--- config.mk ---
export PLATFORM = sky130hd
export DESIGN_NAME = dmem_arbiter
export DESIGN_NICKNAME = d
export VERILOG_FILES = /design/src/rtl/dmem_arbiter.sv
export SDC_FILE = /design/constraint.sdc
export NUM_CORES = 1
export LEC_CHECK = 0
export ABC_AREA = 1
export CORE_MARGIN = 4
export CORE_UTILIZATION = 37
export DETAILED_ROUTE_END_ITERATION = 8
export MAX_ROUTING_LAYER = met4
export PLACE_DENSITY = 0.81
export SLEW_MARGIN = 20
export SYNTH_ARGS = -nofsm -noshare
export SYNTH_HDL_FRONTEND = slang
export SYNTH_SLANG_ARGS = --single-unit
--- constraint.sdc ---
create_clock -name clk -period 2.5 [get_ports clk]
set_clock_uncertainty 0.05 [all_clocks]
set_input_delay 0.75 -clock clk [delete_from_list [all_inputs] [get_ports clk]]
set_output_delay 0.75 -clock clk [all_outputs]
set_load 0.02 [all_outputs]
--- src/rtl/dmem_arbiter.sv ---
// Round-robin arbiter that serialises NCORES data-memory requesters onto one
// single-port synchronous memory with a fixed read latency.
module dmem_arbiter #(
  parameter int NCORES  = 4,
  parameter int AW      = 16,
  parameter int DW      = 16,
  parameter int MEM_LAT = 2
) (
  input  logic                 clk,
  input  logic                 rst,
  input  logic [NCORES-1:0]    req_rd,
  input  logic [NCORES-1:0]    req_wr,
  input  logic [NCORES*AW-1:0] req_addr,
  input  logic [NCORES*DW-1:0] req_wdata,
  output logic [NCORES-1:0]    ack,
  output logic [DW-1:0]        rd_data,
  output logic [NCORES-1:0]    grant,
  output logic                 busy,
  output logic [AW-1:0]        mem_addr,
  output logic [DW-1:0]        mem_wdata,
  output logic                 mem_re,
  output logic                 mem_we,
  input  logic [DW-1:0]        mem_rdata
);

  localparam int PW = (NCORES > 1) ? $clog2(NCORES) : 1;
  localparam int CW = $clog2(MEM_LAT + 1);

  typedef enum logic [1:0] {IDLE, ISSUE, WAIT, DONE} state_t;

  state_t              state;
  logic [PW-1:0]       rr_ptr;
  logic [CW-1:0]       cnt;
  logic                op_wr;

  logic [NCORES-1:0]   req;
  logic                any_req;
  logic [PW-1:0]       win;
  logic [NCORES-1:0]   win_oh;
  logic                pick_found;
  int                  pick_idx;
  logic [PW-1:0]       pick_sel;

  assign req     = req_rd | req_wr;
  assign any_req = |req;

  // Scan upward from the core after the last winner, wrapping at NCORES.
  // NOTE: every variable driven here gets a default first so no latch is inferred.
  always_comb begin
    win        = '0;
    pick_found = 1'b0;
    pick_idx   = 0;
    pick_sel   = '0;
    for (int k = 1; k <= NCORES; k++) begin
      pick_idx = int'(rr_ptr) + k;
      if (pick_idx >= NCORES) pick_idx = pick_idx - NCORES;
      pick_sel = PW'(pick_idx);
      if (!pick_found && req[pick_sel]) begin
        pick_found = 1'b1;
        win        = pick_sel;
      end
    end
    win_oh = NCORES'(1) << win;
  end

  // NOTE: sequential state uses non-blocking assignments only, so every
  // register samples pre-edge values regardless of statement order.
  always_ff @(posedge clk or posedge rst) begin
    if (rst) begin
      state     <= IDLE;
      rr_ptr    <= PW'(NCORES - 1);
      cnt       <= '0;
      op_wr     <= 1'b0;
      ack       <= '0;
      grant     <= '0;
      busy      <= 1'b0;
      mem_re    <= 1'b0;
      mem_we    <= 1'b0;
      mem_addr  <= '0;
      mem_wdata <= '0;
      rd_data   <= '0;
    end else begin
      case (state)
        IDLE: begin
          if (any_req) begin
            // A simultaneous read and write from one core is treated as a write.
            op_wr     <= req_wr[win];
            mem_addr  <= req_addr[win*AW +: AW];
            mem_wdata <= req_wdata[win*DW +: DW];
            rr_ptr    <= win;
            grant     <= win_oh;
            busy      <= 1'b1;
            mem_we    <= req_wr[win];
            mem_re    <= ~req_wr[win];
            state     <= ISSUE;
          end
        end
        ISSUE: begin
          mem_re <= 1'b0;
          mem_we <= 1'b0;
          if (op_wr) begin
            ack   <= grant;
            state <= DONE;
          end else begin
            cnt   <= CW'(MEM_LAT);
            state <= WAIT;
          end
        end
        WAIT: begin
          cnt <= cnt - CW'(1);
          // mem_rdata is valid only in the last WAIT cycle.
          if (cnt == CW'(1)) begin
            rd_data <= mem_rdata;
            ack     <= grant;
            state   <= DONE;
          end
        end
        DONE: begin
          ack   <= '0;
          grant <= '0;
          busy  <= 1'b0;
          state <= IDLE;
        end
        default: state <= IDLE;
      endcase
    end
  end

endmodule

==> impl_metrics.json, run 1 <==
{
  "diodes": 0,
  "die_y_um": 115,
  "setup_viol": 0,
  "crit_start": "rr_ptr[0]",
  "grt_pass1_wl_um": 20700,
  "die_area_mm2": 0.0131,
  "dr.pass1.iters": 4,
  "final_max_slew_viol_count": 0,
  "rr_worst_depth": 16,
  "rrSetupSlack_ns": 0.21,
  "wl_met3_um": 1230,
  "dr.first_iter.drc_count": 184,
  "clkLatencyLatePin_ns": 0.32,
  "power.density_mw_per_mm2": 1520,
  "wl_met1_um": 5510,
  "crit_end": "mem_wdata[10]",
  "final_net_count": 1017,
  "overflow": 0,
  "via_per_inst": 4.64,
  "start_kind": "flip-flop",
  "cts_tree": "done",
  "leakagePower_nw": 3.67,
  "core_region_area_mm2": 0.0110,
  "ir_drop_uv": 821,
  "layout_commonest_cell": "nand2_1",
  "synth_edf_count": 0,
  "track_usage_pct": 20.3,
  "numCtsBuffers": 9,
  "boundaryPins": 213,
  "highest-signal-layer": "met4",
  "netlist.area_leader.share_pct": 38.1,
  "final_cell_mix": "nand2_1 (418), clkdlybuf4s50_1 (204), dfrtp_1 (64)",
  "timing.rr.start": "rr_ptr[0]",
  "port_buffers": 212,
  "hpwl_um": 10400,
  "drc": 0,
  "cts_htree_levels": 3,
  "yosysTopAreaCell": "dfrtp_1",
  "wirelength_um": 13800,
  "syn_area_mm2": 0.00421,
  "initial_core_util_pct": 38.3,
  "fmax_mhz": 436,
  "rsz0062_at_grt": "false",
  "max_cap_violations": 0,
  "cts_sinks": 66,
  "cts.path.max_buffers": 2,
  "synth_nets": 795,
  "synthArstFlopShare_pct": 100,
  "timing.rr.end": "mem_wdata[10]",
  "slew_headroom_pct": 57.2,
  "critical_path_class": "reg2reg",
  "postCtsHoldBufs": 0,
  "grt_max_degree": 36,
  "ant_nets": 0,
  "worst-path-max-fanout": 13,
  "place_congestion": 0.885,
  "antenna_found_initial": 0,
  "worstPathArrival_ns": 2.46,
  "fillers": 961,
  "synthToLayoutAreaGrowth_pct": 70.3,
  "clk_pin_slew_worst_paths_ns": 0.06,
  "synth_cell_types": 31,
  "fin_area_mm2": 0.00716,
  "num_vias": 4646,
  "seq_area_frac_synth_pct": 39.3,
  "drive_gt1_share_pct": 11.3,
  "hold_viol": 0,
  "critPathCaptureType": "flip-flop",
  "seq_area_mm2": 0.00165,
  "synth_cells": 635,
  "row_count": 38,
  "power.total_mw": 10.9,
  "routedWlPerCell_um": 13.8,
  "dpl_cell_area_mm2": 0.00663,
  "hold_class": "reg2reg",
  "ys.flop_type": "dfrtp_1",
  "fin_crit_sh_pct": 91.8,
  "timing.hold.ws_ns": 0.428,
  "outcome": "completed",
  "yosys_warnings": 0,
  "fin_crit_ns": 2.29,
  "tightestPinTransition_ns": 0.641,
  "cts-root-buf": "clkbuf_16",
  "synthTopCellsByArea": "dfrtp_1 (38%), nand2_1 (38%), mux2_2 (4.3%), inv_1 (1.9%), ha_1 (1.8%)",
  "fp.dieW_um": 115,
  "ys_ff_latch": 66,
  "grt_pass1_vias": 4463,
  "synth.avg_cell_area_um2": 6.62,
  "crit_required_ns": 2.66,
  "multi_input_area_mm2": 0.00234,
  "routed-wl-met2_um": 6920
}
how the worst min path moves through the flow:
stage	start	slack [ns]	depth (start not counted)	to
CTS	mem_wdata[6]	0.43	2	mem_wdata[6]
global placement	mem_wdata[9]	0.41	2	mem_wdata[9]
floorplan	cnt[0]	0.40	1	cnt[0]
global route	mem_wdata[11]	0.45	2	mem_wdata[11]
detailed placement	mem_wdata[6]	0.41	2	mem_wdata[6]
finish	mem_wdata[6]	0.43	2	mem_wdata[6]
critical path, stage by stage, from the launching register on:
cell       delay [ns]
dfstp_2          0.69
inv_4            0.11
nand2_1          0.09
nand2_2          0.06
nand3_2          0.10
nand2_4          0.08
nor2_8           0.15
nand4_4          0.13
nand2_8          0.13
clkinv_8         0.09
clkbuf_16        0.18
nand2_1          0.06
nand2_1          0.04
nand2_1          0.05
nand2_1          0.06
nand2_1          0.05
nand2_1          0.05
power by group:
part | internal, mW | switching [mW]
clock network | 1.00 | 0.483
logic | 3.21 | 4.24
registers | 1.61 | 0.309
routing by layer:
metal | up-vias | track usage [%]
met5 | - | -
met4 | 0 | 4.67
met3 | 14 | 6.03
met2 | 178 | 34.9
met1 | 2066 | 23.3
li1 | 2388 | -
through the flow:
step / worst slack [ns] / cells / setup TNS, ns / util [%]
finish: 0.206 / 1002 / 0 / 65.2
global route: 0.0110 / 1002 / 0 / 65.2
CTS: 0.00124 / 998 / 0 / 63.6
detailed placement: -0.390 / 982 / -13.58 / 60.3
global placement: -0.288 / 982 / -9.49 / 60.3
floorplan: 0.0485 / 635 / 0 / -
synthesized netlist by cell type, types with 6 or more instances:
cell type    n
nand2_1    426
dfrtp_1     64
inv_1       21
mux2_2      16
o21ai_0     14
nand3_1     13
buf_2       11
clkbuf_1     9
nand2_2      8
nor2_1       8
a21oi_1      6
ha_1         6
sequential cells by signal, indices dropped and copies added, names as in the netlist:
signal     count
ack            4
mem_re         1
op_wr          1
cnt            2
rr_ptr         2
rd_data       16
mem_wdata     16
grant          4
mem_addr      16
state          2
mem_we         1
busy           1
repair_timing:
item,4_1_cts,5_1_grt
gates resized for setup,3,28
pin swaps,0,8
gates cloned,0,3
endpoints found under the setup margin,28,37
setup buffers,0,1
logic make-up after synthesis:
| kind of cell | after synthesis | synth area share (%) |
|---|---|---|
| adders and majority gates | 6 | 1.78 |
| muxes | 16 | 4.28 |
| DFF | 66 | 39.3 |
| AOI/OAI and AO/OA | 27 | 3.48 |
| and+or+nand+nor | 465 | 44.1 |
| buffers and inverters | 55 | 6.99 |
cell type report:
class | count | area share (%)
clock inverters | 6 | 1.57
inverters | 26 | 1.57
well taps | 140 | 2.45
repair buffers | 240 | 35.3
clock buffers | 10 | 3.34
multi-input cells | 514 | 32.7
flip-flops and latches | 66 | 23.1
Power figures use the tool's default switching activity.
==> run 2, diff against run 1 <==
--- a/config.mk
+++ b/config.mk
@@ -6,6 +6,7 @@
 export NUM_CORES = 1
 export LEC_CHECK = 0
 export ABC_AREA = 1
+export CORE_ASPECT_RATIO = 0.5
 export CORE_MARGIN = 4
 export CORE_UTILIZATION = 37
 export DETAILED_ROUTE_END_ITERATION = 8
==> run 2 against run 1 <==
Compared with the run above:
- final cell count is 1.6% higher
- sequential cell count stayed put
- count of clock-buffer cells in the layout is 1 lower
- routed wire length is 10% higher
- largest power group unchanged
==> impl_metrics.json, run 2 (synthesis gave the netlist of run 1 again) <==
{
  "met1_usage_pct": 22.9,
  "num_vias": 4869,
  "layout_commonest_cell": "nand2_1",
  "power.density_mw_per_mm2": 1590,
  "hpwl_um": 10500,
  "worst-path-max-fanout": 9,
  "worst_slack_ns": 0.0602,
  "postCtsHoldBufs": 0,
  "grt_pass1_wl_um": 21500,
  "final_cell_mix": "nand2_1 (413), clkdlybuf4s50_1 (204), dfrtp_1 (64)",
  "clkLatencyLatePin_ns": 0.33,
  "seq_area_mm2": 0.00165,
  "overflow": 0,
  "boundaryPins": 213,
  "start_kind": "flip-flop",
  "ant_nets": 0,
  "leakagePower_nw": 3.74,
  "track_usage_pct": 20.2,
  "dr.first_iter.drc_count": 220,
  "dr.pass1.iters": 4,
  "cts_sinks": 66,
  "die_area_mm2": 0.0132,
  "grt_util_met3_pct": 5.06,
  "timing.hold.ws_ns": 0.428,
  "fmax_mhz": 410,
  "max_cap_violations": 0,
  "top_regs": "mem_addr (16), mem_wdata (16), rd_data (16)",
  "final_net_count": 1028,
  "min_path_cells": 2,
  "drc": 0,
  "multi_input_area_mm2": 0.00236,
  "cts_htree_levels": 3,
  "cts_tree": "done",
  "tightestPinTransition_ns": 0.671,
  "final_max_slew_viol_count": 0,
  "fin_crit_ns": 2.44,
  "busiest_layer": "met2",
  "fp.dieW_um": 159,
  "cts-root-buf": "clkbuf_16",
  "power.total_mw": 11.6,
  "clk_pin_slew_worst_paths_ns": 0.06,
  "setup_viol": 0,
  "numCtsBuffers": 9,
  "worstPathArrival_ns": 2.62,
  "antenna_found_initial": 0,
  "initial_core_util_pct": 38.1,
  "routedWlPerCell_um": 15.0,
  "grt_pass1_vias": 4432,
  "outcome": "completed",
  "die_y_um": 83.4,
  "row_count": 27,
  "grt_use_met2_pct": 36.3,
  "rr_worst_depth": 16,
  "fillers": 882,
  "cts.path.max_buffers": 2,
  "hold_viol": 0,
  "via_per_inst": 4.78,
  "port_buffers": 212,
  "ir_drop_uv": 714,
  "hold_class": "reg2reg",
  "place_congestion": 0.923,
  "slew_headroom_pct": 55.2,
  "critPathCaptureType": "flip-flop",
  "synthToLayoutAreaGrowth_pct": 74.1,
  "drive_gt1_share_pct": 13.1,
  "post-place-ws_ns": -0.389,
  "fin_crit_sh_pct": 97.6,
  "dp_cells": 988,
  "crit_required_ns": 2.68,
  "core_region_area_mm2": 0.0110,
  "grt_max_degree": 38,
  "critical_path_class": "reg2reg",
  "diodes": 0,
  "wirelength_um": 15200,
  "final_cell_count_no_fill": 1018
}
## run 2: critical path, cell delays in order, from the launching register on
cell and delay (ns):
dfstp_2 0.72, inv_4 0.11, nand2_1 0.09, nand2_2 0.09, nand3_4 0.10, nand2_4 0.07
nor2_8 0.16, nand4_4 0.16, nand2_8 0.19, inv_12 0.07, clkbuf_16 0.17, nand2_1 0.06
nand2_1 0.06, nand2_1 0.06, nand2_1 0.06, nand2_1 0.05, nand2_1 0.05
## run 2: per-stage QoR
stage / utilization, % / setup TNS, ns / cell area (um2)
after floorplan: - / 0 / 4210
after global placement: 59.8 / -9.35 / 6600
after detailed placement: 59.8 / -12.93 / 6600
after CTS: 62.6 / -0.000597 / 6910
after global routing: 66.3 / -0.713 / 7320
final: 66.3 / 0 / 7320
## run 2: layout make-up
cell class | count | share of cell area (%)
well taps | 145 | 2.48
multi-input cells | 514 | 32.3
repair inverters | 1 | 0.154
inverters | 26 | 1.57
repair buffers | 250 | 36.8
clock inverters | 7 | 1.06
clock buffers | 9 | 3.07
flip-flops and latches | 66 | 22.6
## run 2: metal layers
metal	up-vias	part of all wire, %
met4	0	2.0
met2	168	52
li1	2420	-
met5	-	0
met3	31	5.8
met1	2250	41
## run 2: path summary, 6_finish.rpt
path	slack (ns)	startpoint	endpoint
setup reg to reg	0.06	rr_ptr[0]	mem_addr[12]
max in group asynchronous	1.11	rst	rr_ptr[1]
hold reg to reg	0.43	mem_addr[11]	mem_addr[11]
setup / recovery	0.06	rr_ptr[0]	mem_addr[12]
hold / removal	0.43	mem_addr[11]	mem_addr[11]
min in group asynchronous	0.69	rst	rd_data[6]
## run 2: what timing repair did
action	4_1_cts	5_1_grt
resized for setup	2	47
pin swaps	0	20
endpoints found under the setup margin	20	38
buffers inserted	0	3
gates cloned	0	11
## run 2: power breakdown
group	internal (mW)	leakage [nW]	switching [mW]
logic	3.76	2.78	4.65
registers	1.61	0.817	0.327
clock network	0.778	0.146	0.502
total	6.14	3.74	5.48
